==> config.mk <==
export PLATFORM = sky130hd
export DESIGN_NAME = mod_timer_cmp
export DESIGN_NICKNAME = d
export VERILOG_FILES = /design/src/rtl/mod_timer_cmp_pkg.sv /design/src/rtl/tmr_prescaler.sv /design/src/rtl/mod_timer_cmp.sv
export SDC_FILE = /design/constraint.sdc
export NUM_CORES = 1
export LEC_CHECK = 0
export BUFFER_PORTS_ARGS = -buffer_cell sky130_fd_sc_hd__buf_4
export CORE_ASPECT_RATIO = 1.1
export CORE_MARGIN = 2
export CORE_UTILIZATION = 55
export CTS_BUF_LIST = sky130_fd_sc_hd__clkbuf_8 sky130_fd_sc_hd__clkbuf_16
export DETAILED_ROUTE_END_ITERATION = 12
export HOLD_SLACK_MARGIN = 0.1
export PLACE_DENSITY = 0.81
export SYNTH_ARGS = -nofsm -noshare
export SYNTH_HDL_FRONTEND = slang
export SYNTH_SLANG_ARGS = --single-unit
==> constraint.sdc <==
create_clock -name clk -period 3.55 [get_ports clk]
set_input_delay 0.1775 -clock clk [delete_from_list [all_inputs] [get_ports clk]]
set_output_delay 0.1775 -clock clk [all_outputs]
set_load 0.005 [all_outputs]
==> src/rtl/mod_timer_cmp_pkg.sv <==
// Shared register offsets and CONTROL bit positions for the compare timer.
package mod_timer_cmp_pkg;

    localparam logic [31:0] TMR_COUNT    = 32'h0000_0000;
    localparam logic [31:0] TMR_COMPARE  = 32'h0000_0004;
    localparam logic [31:0] TMR_CONTROL  = 32'h0000_0008;
    localparam logic [31:0] TMR_STATUS   = 32'h0000_000c;
    localparam logic [31:0] TMR_PRESCALE = 32'h0000_0010;

    localparam int CTRL_EN = 0;
    localparam int CTRL_AR = 1;
    localparam int CTRL_IE = 2;

endpackage

==> src/rtl/tmr_prescaler.sv <==
// Prescaler: divides the clock by (prescale+1) while enabled and emits tick.
module tmr_prescaler #(
    parameter int PRESCALE_W = 16
) (
    input  logic                  clk,
    input  logic                  rst,
    input  logic                  en,
    input  logic                  load_clear,
    input  logic [PRESCALE_W-1:0] prescale,
    output logic                  tick
);

    logic [PRESCALE_W-1:0] pre_cnt_reg;

    // A prescale reload restarts the division and suppresses the tick that cycle.
    assign tick = en && !load_clear && (pre_cnt_reg == prescale);

    always_ff @(negedge clk) begin
        if (rst) begin
            pre_cnt_reg <= '0;
        end else if (!en || load_clear || tick) begin
            pre_cnt_reg <= '0;
        end else begin
            pre_cnt_reg <= pre_cnt_reg + PRESCALE_W'(1);
        end
    end

endmodule

==> src/rtl/mod_timer_cmp.sv <==
// Memory-mapped 32-bit compare timer: prescaled up-counter, sticky match flag,
// one-cycle interrupt pulse. State changes on the falling edge like the rest of the data bus.
module mod_timer_cmp
    import mod_timer_cmp_pkg::*;
#(
    parameter int          PRESCALE_W    = 16,
    parameter logic [31:0] RESET_COMPARE = 32'hffff_ffff
) (
    input  logic        clk,
    input  logic        rst,
    input  logic        ie,
    input  logic        de,
    input  logic [31:0] iaddr,
    input  logic [31:0] daddr,
    input  logic [1:0]  drw,
    input  logic [31:0] din,
    output logic [31:0] iout,
    output logic [31:0] dout,
    output logic        i_timer
);

    logic [31:0]           count_reg;
    logic [31:0]           compare_reg;
    logic [2:0]            ctrl_reg;
    logic                  match_reg;
    logic [PRESCALE_W-1:0] prescale_reg;
    logic                  irq_reg;

    logic        wr;
    logic        wr_count, wr_compare, wr_control, wr_status, wr_prescale;
    logic        tick;
    logic [31:0] cnt_next;
    logic        match_event;
    logic        unused_bits;

    assign unused_bits = ^{ie, iaddr, drw[1]};

    assign wr          = de & drw[0];
    assign wr_count    = wr && (daddr == TMR_COUNT);
    assign wr_compare  = wr && (daddr == TMR_COMPARE);
    assign wr_control  = wr && (daddr == TMR_CONTROL);
    assign wr_status   = wr && (daddr == TMR_STATUS);
    assign wr_prescale = wr && (daddr == TMR_PRESCALE);

    tmr_prescaler #(
        .PRESCALE_W(PRESCALE_W)
    ) u_prescaler (
        .clk       (clk),
        .rst       (rst),
        .en        (ctrl_reg[CTRL_EN]),
        .load_clear(wr_prescale),
        .prescale  (prescale_reg),
        .tick      (tick)
    );

    assign cnt_next = count_reg + 32'd1;
    // A software COUNT write overrides the tick, so no match is judged that cycle.
    assign match_event = tick && !wr_count && (cnt_next == compare_reg);

    always_ff @(negedge clk) begin
        if (rst) begin
            count_reg    <= '0;
            compare_reg  <= RESET_COMPARE;
            ctrl_reg     <= '0;
            match_reg    <= 1'b0;
            prescale_reg <= '0;
            irq_reg      <= 1'b0;
        end else begin
            if (wr_count) begin
                count_reg <= din;
            end else if (tick) begin
                count_reg <= (match_event && ctrl_reg[CTRL_AR]) ? 32'd0 : cnt_next;
            end

            if (wr_compare) begin
                compare_reg <= din;
            end

            // Software control writes win over the one-shot self-disable.
            if (wr_control) begin
                ctrl_reg <= din[2:0];
            end else if (match_event && !ctrl_reg[CTRL_AR]) begin
                ctrl_reg[CTRL_EN] <= 1'b0;
            end

            if (match_event) begin
                match_reg <= 1'b1;
            end else if (wr_status && din[0]) begin
                match_reg <= 1'b0;
            end

            if (wr_prescale) begin
                prescale_reg <= din[PRESCALE_W-1:0];
            end

            irq_reg <= match_event && ctrl_reg[CTRL_IE];
        end
    end

    always_comb begin
        dout = '0;
        case (daddr)
            TMR_COUNT:    dout = count_reg;
            TMR_COMPARE:  dout = compare_reg;
            TMR_CONTROL:  dout = {29'd0, ctrl_reg};
            TMR_STATUS:   dout = {31'd0, match_reg};
            TMR_PRESCALE: dout = 32'(prescale_reg);
            default:      dout = '0;
        endcase
    end

    assign iout    = '0;
    assign i_timer = irq_reg;

endmodule

==> Yosys cells after proc, flatten, opt, wreduce, memory -nomap -nowiden <==
Cells that the tools add are included.
{ "word_totals": {"inputBits": 102, "register_bits": 101, "out_inout_bits": 65, "word_cells": 49} }
{ "op_classes": {"n_reduce_logical": 24, "n_mux": 8, "n_bitwise": 1, "eq_ne": 6, "add_sub_neg": 2} }
{ "op_table": {"columns": ["cell", "n"], "rows": [
  ["case mux 32 bit (5 select lines)", 1],
  ["two-way mux 32 bit", 3],
  ["== test 32 x 4 -> 1 bit (second input constant)", 2],
  ["adder 32 x 1 -> 32 bit (second input constant)", 1],
  ["== test 32 x 3 -> 1 bit (second input constant)", 1],
  ["== test 32 bit", 1],
  ["== test 32 x 5 -> 1 bit (second input constant)", 1],
  ["zero test 32 bit", 1],
  ["adder 16 x 1 -> 16 bit (second input constant)", 1],
  ["== test 16 bit", 1],
  ["logical AND 1 bit", 13],
  ["nonzero test 2 bit", 3],
  ["zero test 1 bit", 4],
  ["two-way mux 1 bit", 4],
  ["logical OR 1 bit", 2],
  ["OR reduction 2 bit", 1],
  ["AND 1 bit", 1]
]} }

==> Logic depth before layout (Yosys ltp) <==
{ "depth": {"word_depth": 11, "mapped_depth": 11, "depth_no_buf": 9} }

==> Hierarchy <==
From an unflattened synthesis, not the netlist that was laid out.
{ "unflattened": {"cells_unflattened": 957, "hier_area_um2": 7369.6} }
{ "modules_own_cells": {"columns": ["module", "area_each_um2", "instances", "seq_area_each_um2", "cells_per_inst"], "rows": [
  ["mod_timer_cmp", 6437.4, 1, 1701.6, 854],
  ["tmr_prescaler", 932.1, 1, 320.3, 103]
]} }

==> run metrics <==
yosys warns 0; final WL 23200 um; CP cell instances buf_6 > or4_4 > nor2_4 > nand4_1 > buf_4 > buf_12 > nor3_4 > buf_6 > buf_8 > nand2_1 > nand2_1 > nand2_1 > o41ai_2; PortBufs 100; P&R area growth vs syn 29.0%; grt ovf 0; 1st-pass router iterations 6; Fillers 994; Synth cell types 69; Via Count 7710; worst endpoint data arrival time 2.25 ns; largest area contributor in the netlist dfxtp_1; critical path's most frequent cell nand2_1; CTS Buf Count 9; Yosys top cell area share 0.276; Via density 5.99; combined area of the multi-input logic cells 5010 um2; CTS tree built; DRC Markers 0; CP required 2.11 ns; leak pwr 4.10 nW; Max stage delay on crit path 0.54 ns; H-tree depth 3; Fin. Hold Viols 0; PD cells 287 nW/um2; EDFF count, synth 0; FP Rows 44; Slowest-stage cell, CP or4_4; Sink Count 101; setup ws final -0.135 ns; GRT Util Overall 0.297; Final #Nets 1225; hold path depth 2; Max Cap Violations 0; gpl congestion 0.959; share of cells above drive strength 1 0.238; vias in the first global route 7288; final instance area 9440 um2; Worst-Margin Slew 0.706 ns; final setup violation count 50; Antenna Nets Post-Route 0; final hold slack 0.484 ns; Final Non-Filler Cells 1287; hold buffer count at cts 0; DR iter-0 viols 752; Post-Synthesis Cells 920; initial antenna violation count 0; overall power 2.71 mW; number of diodes 0; part of the Yosys area used for sequential elements 0.276; dpl ws -0.634 ns; register area 2020 um2; DP HPWL 15100 um; Synth area leaders dfxtp_1, nand2_1, xnor2_1; FFs w/ async S/R, synth 0; Worst Setup Start Kind primary input; Yosys reg bits 101; Max VDD drop 264 uV; root buf cell clkbuf_16; CP endpoint kind register; Max clock buf depth 2; Clock Pin Slew Worst Setup and Hold Paths 0.05 ns; core region area 13100 um2; WL/cell 18.0 um; clock skew 0.0259 ns; worst skew pair latency 0.44 ns; largest net degree at the start of global routing 66; DP Cell Count 1158; Worst Setup Path Type in -> reg; CP Max Fanout 20; chip width 114 um; status finished, violations left; RSZ-0062 raised after global routing yes; R2R cell count 10; failing checks setup timing; first-pass GRT wire length 34400 um; most frequent cell after synthesis nand2_1; Min-Delay Path Class reg -> reg; die area 14200 um2; syn_area_per_cell 7.96 um2; initial core utilization 0.559; Ports 167; die height 125 um; synthesized area 7320 um2; placed inst area 8330 um2; count of pins over their slew limit 0; commonest cells in the netlist nand2_1, dfxtp_1, xnor2_1, nand3_1; ys flop type dfxtp_1; Slew HR 0.530
==> power by group <==
part	switching (mW)	internal, mW
combinational	0.0733	0.0652
sequential	0.000000000148	1.14
clock	0.804	0.628
total	0.877	1.84
==> per-stage QoR <==
| stage | setup TNS (ns) | utilization |
|---|---|---|
| final | -2.67 | 0.721 |
| after global routing | -8.28 | 0.721 |
| after CTS | -0.641 | 0.690 |
| after detailed placement | -45.85 | 0.636 |
| after global placement | -41.99 | 0.636 |
| after floorplan | -21.43 | - |
==> cells in the final DEF (no fill, tap or decap), types with 7 or more instances in the layout <==
| master | count |
|---|---|
| nand2_1 | 198 |
| buf_4 | 137 |
| nor3_1 | 13 |
| o41ai_2 | 27 |
| a22o_1 | 16 |
| nand3_2 | 11 |
| clkbuf_16 | 13 |
| and4_1 | 7 |
| nand3_1 | 45 |
| o21ai_0 | 20 |
| and3_1 | 10 |
| nor2_1 | 40 |
| nand4_1 | 20 |
| nor4_1 | 15 |
| inv_1 | 112 |
| xnor2_1 | 61 |
| xor2_1 | 30 |
| buf_6 | 16 |
| dfxtp_1 | 101 |
| mux2i_1 | 49 |
| a21oi_1 | 22 |
| conb_1 | 32 |
==> critical path: cells and delay by family <==
| family | cells | cell delay (ns) |
|---|---|---|
| simple gates | 7 | 1.26 |
| compound gates | 1 | 0.07 |
| buf+inv | 5 | 0.74 |
==> routing by layer <==
| layer | track usage | up-vias | wire length, um | part of all wire |
|---|---|---|---|---|
| met5 | 0 | - | 0 | 0 |
| met4 | 0.169 | 0 | 937 | 0.040 |
| met3 | 0.0824 | 76 | 1590 | 0.069 |
| met2 | 0.491 | 382 | 11500 | 0.50 |
| met1 | 0.345 | 3675 | 9170 | 0.39 |
| li1 | - | 3577 | - | - |
==> cell families after synthesis <==
logic type	Yosys count	share of synthesized area
compound gates	126	0.153
xor+xnor	95	0.121
fa+ha+maj	2	0.00342
buf+inv	122	0.0877
flops	101	0.276
mux	52	0.0711
other cells	1	0.000512
simple gates	421	0.287
==> cell type report <==
type / count / share of cell area
Multi-Input combinational cell: 728 / 0.531
Sequential cell: 101 / 0.214
Clock buffer: 9 / 0.0239
Clock inverter: 108 / 0.0455
Timing Repair Buffer: 168 / 0.159
Tap cell: 161 / 0.0213
Inverter: 12 / 0.00477
==> path summary, 6_finish.rpt <==
kind,start,to,slack [ns]
worst max-delay path,daddr[15],count_reg[28],-0.14
worst min-delay path,prescale_reg[6],prescale_reg[6],0.48
worst max register to register,count_reg[0],count_reg[13],0.07
worst min register to register,prescale_reg[6],prescale_reg[6],0.48
==> what timing repair did <==
item / in CTS / in global routing
setup buffers: 2 / 4
gates cloned: 0 / 7
endpoints found under the setup margin: 40 / 99
gates resized for setup: 9 / 58
hold endpoints to repair: 0 / 0
pin swaps: 8 / 12
Power figures use the tool's default switching activity.
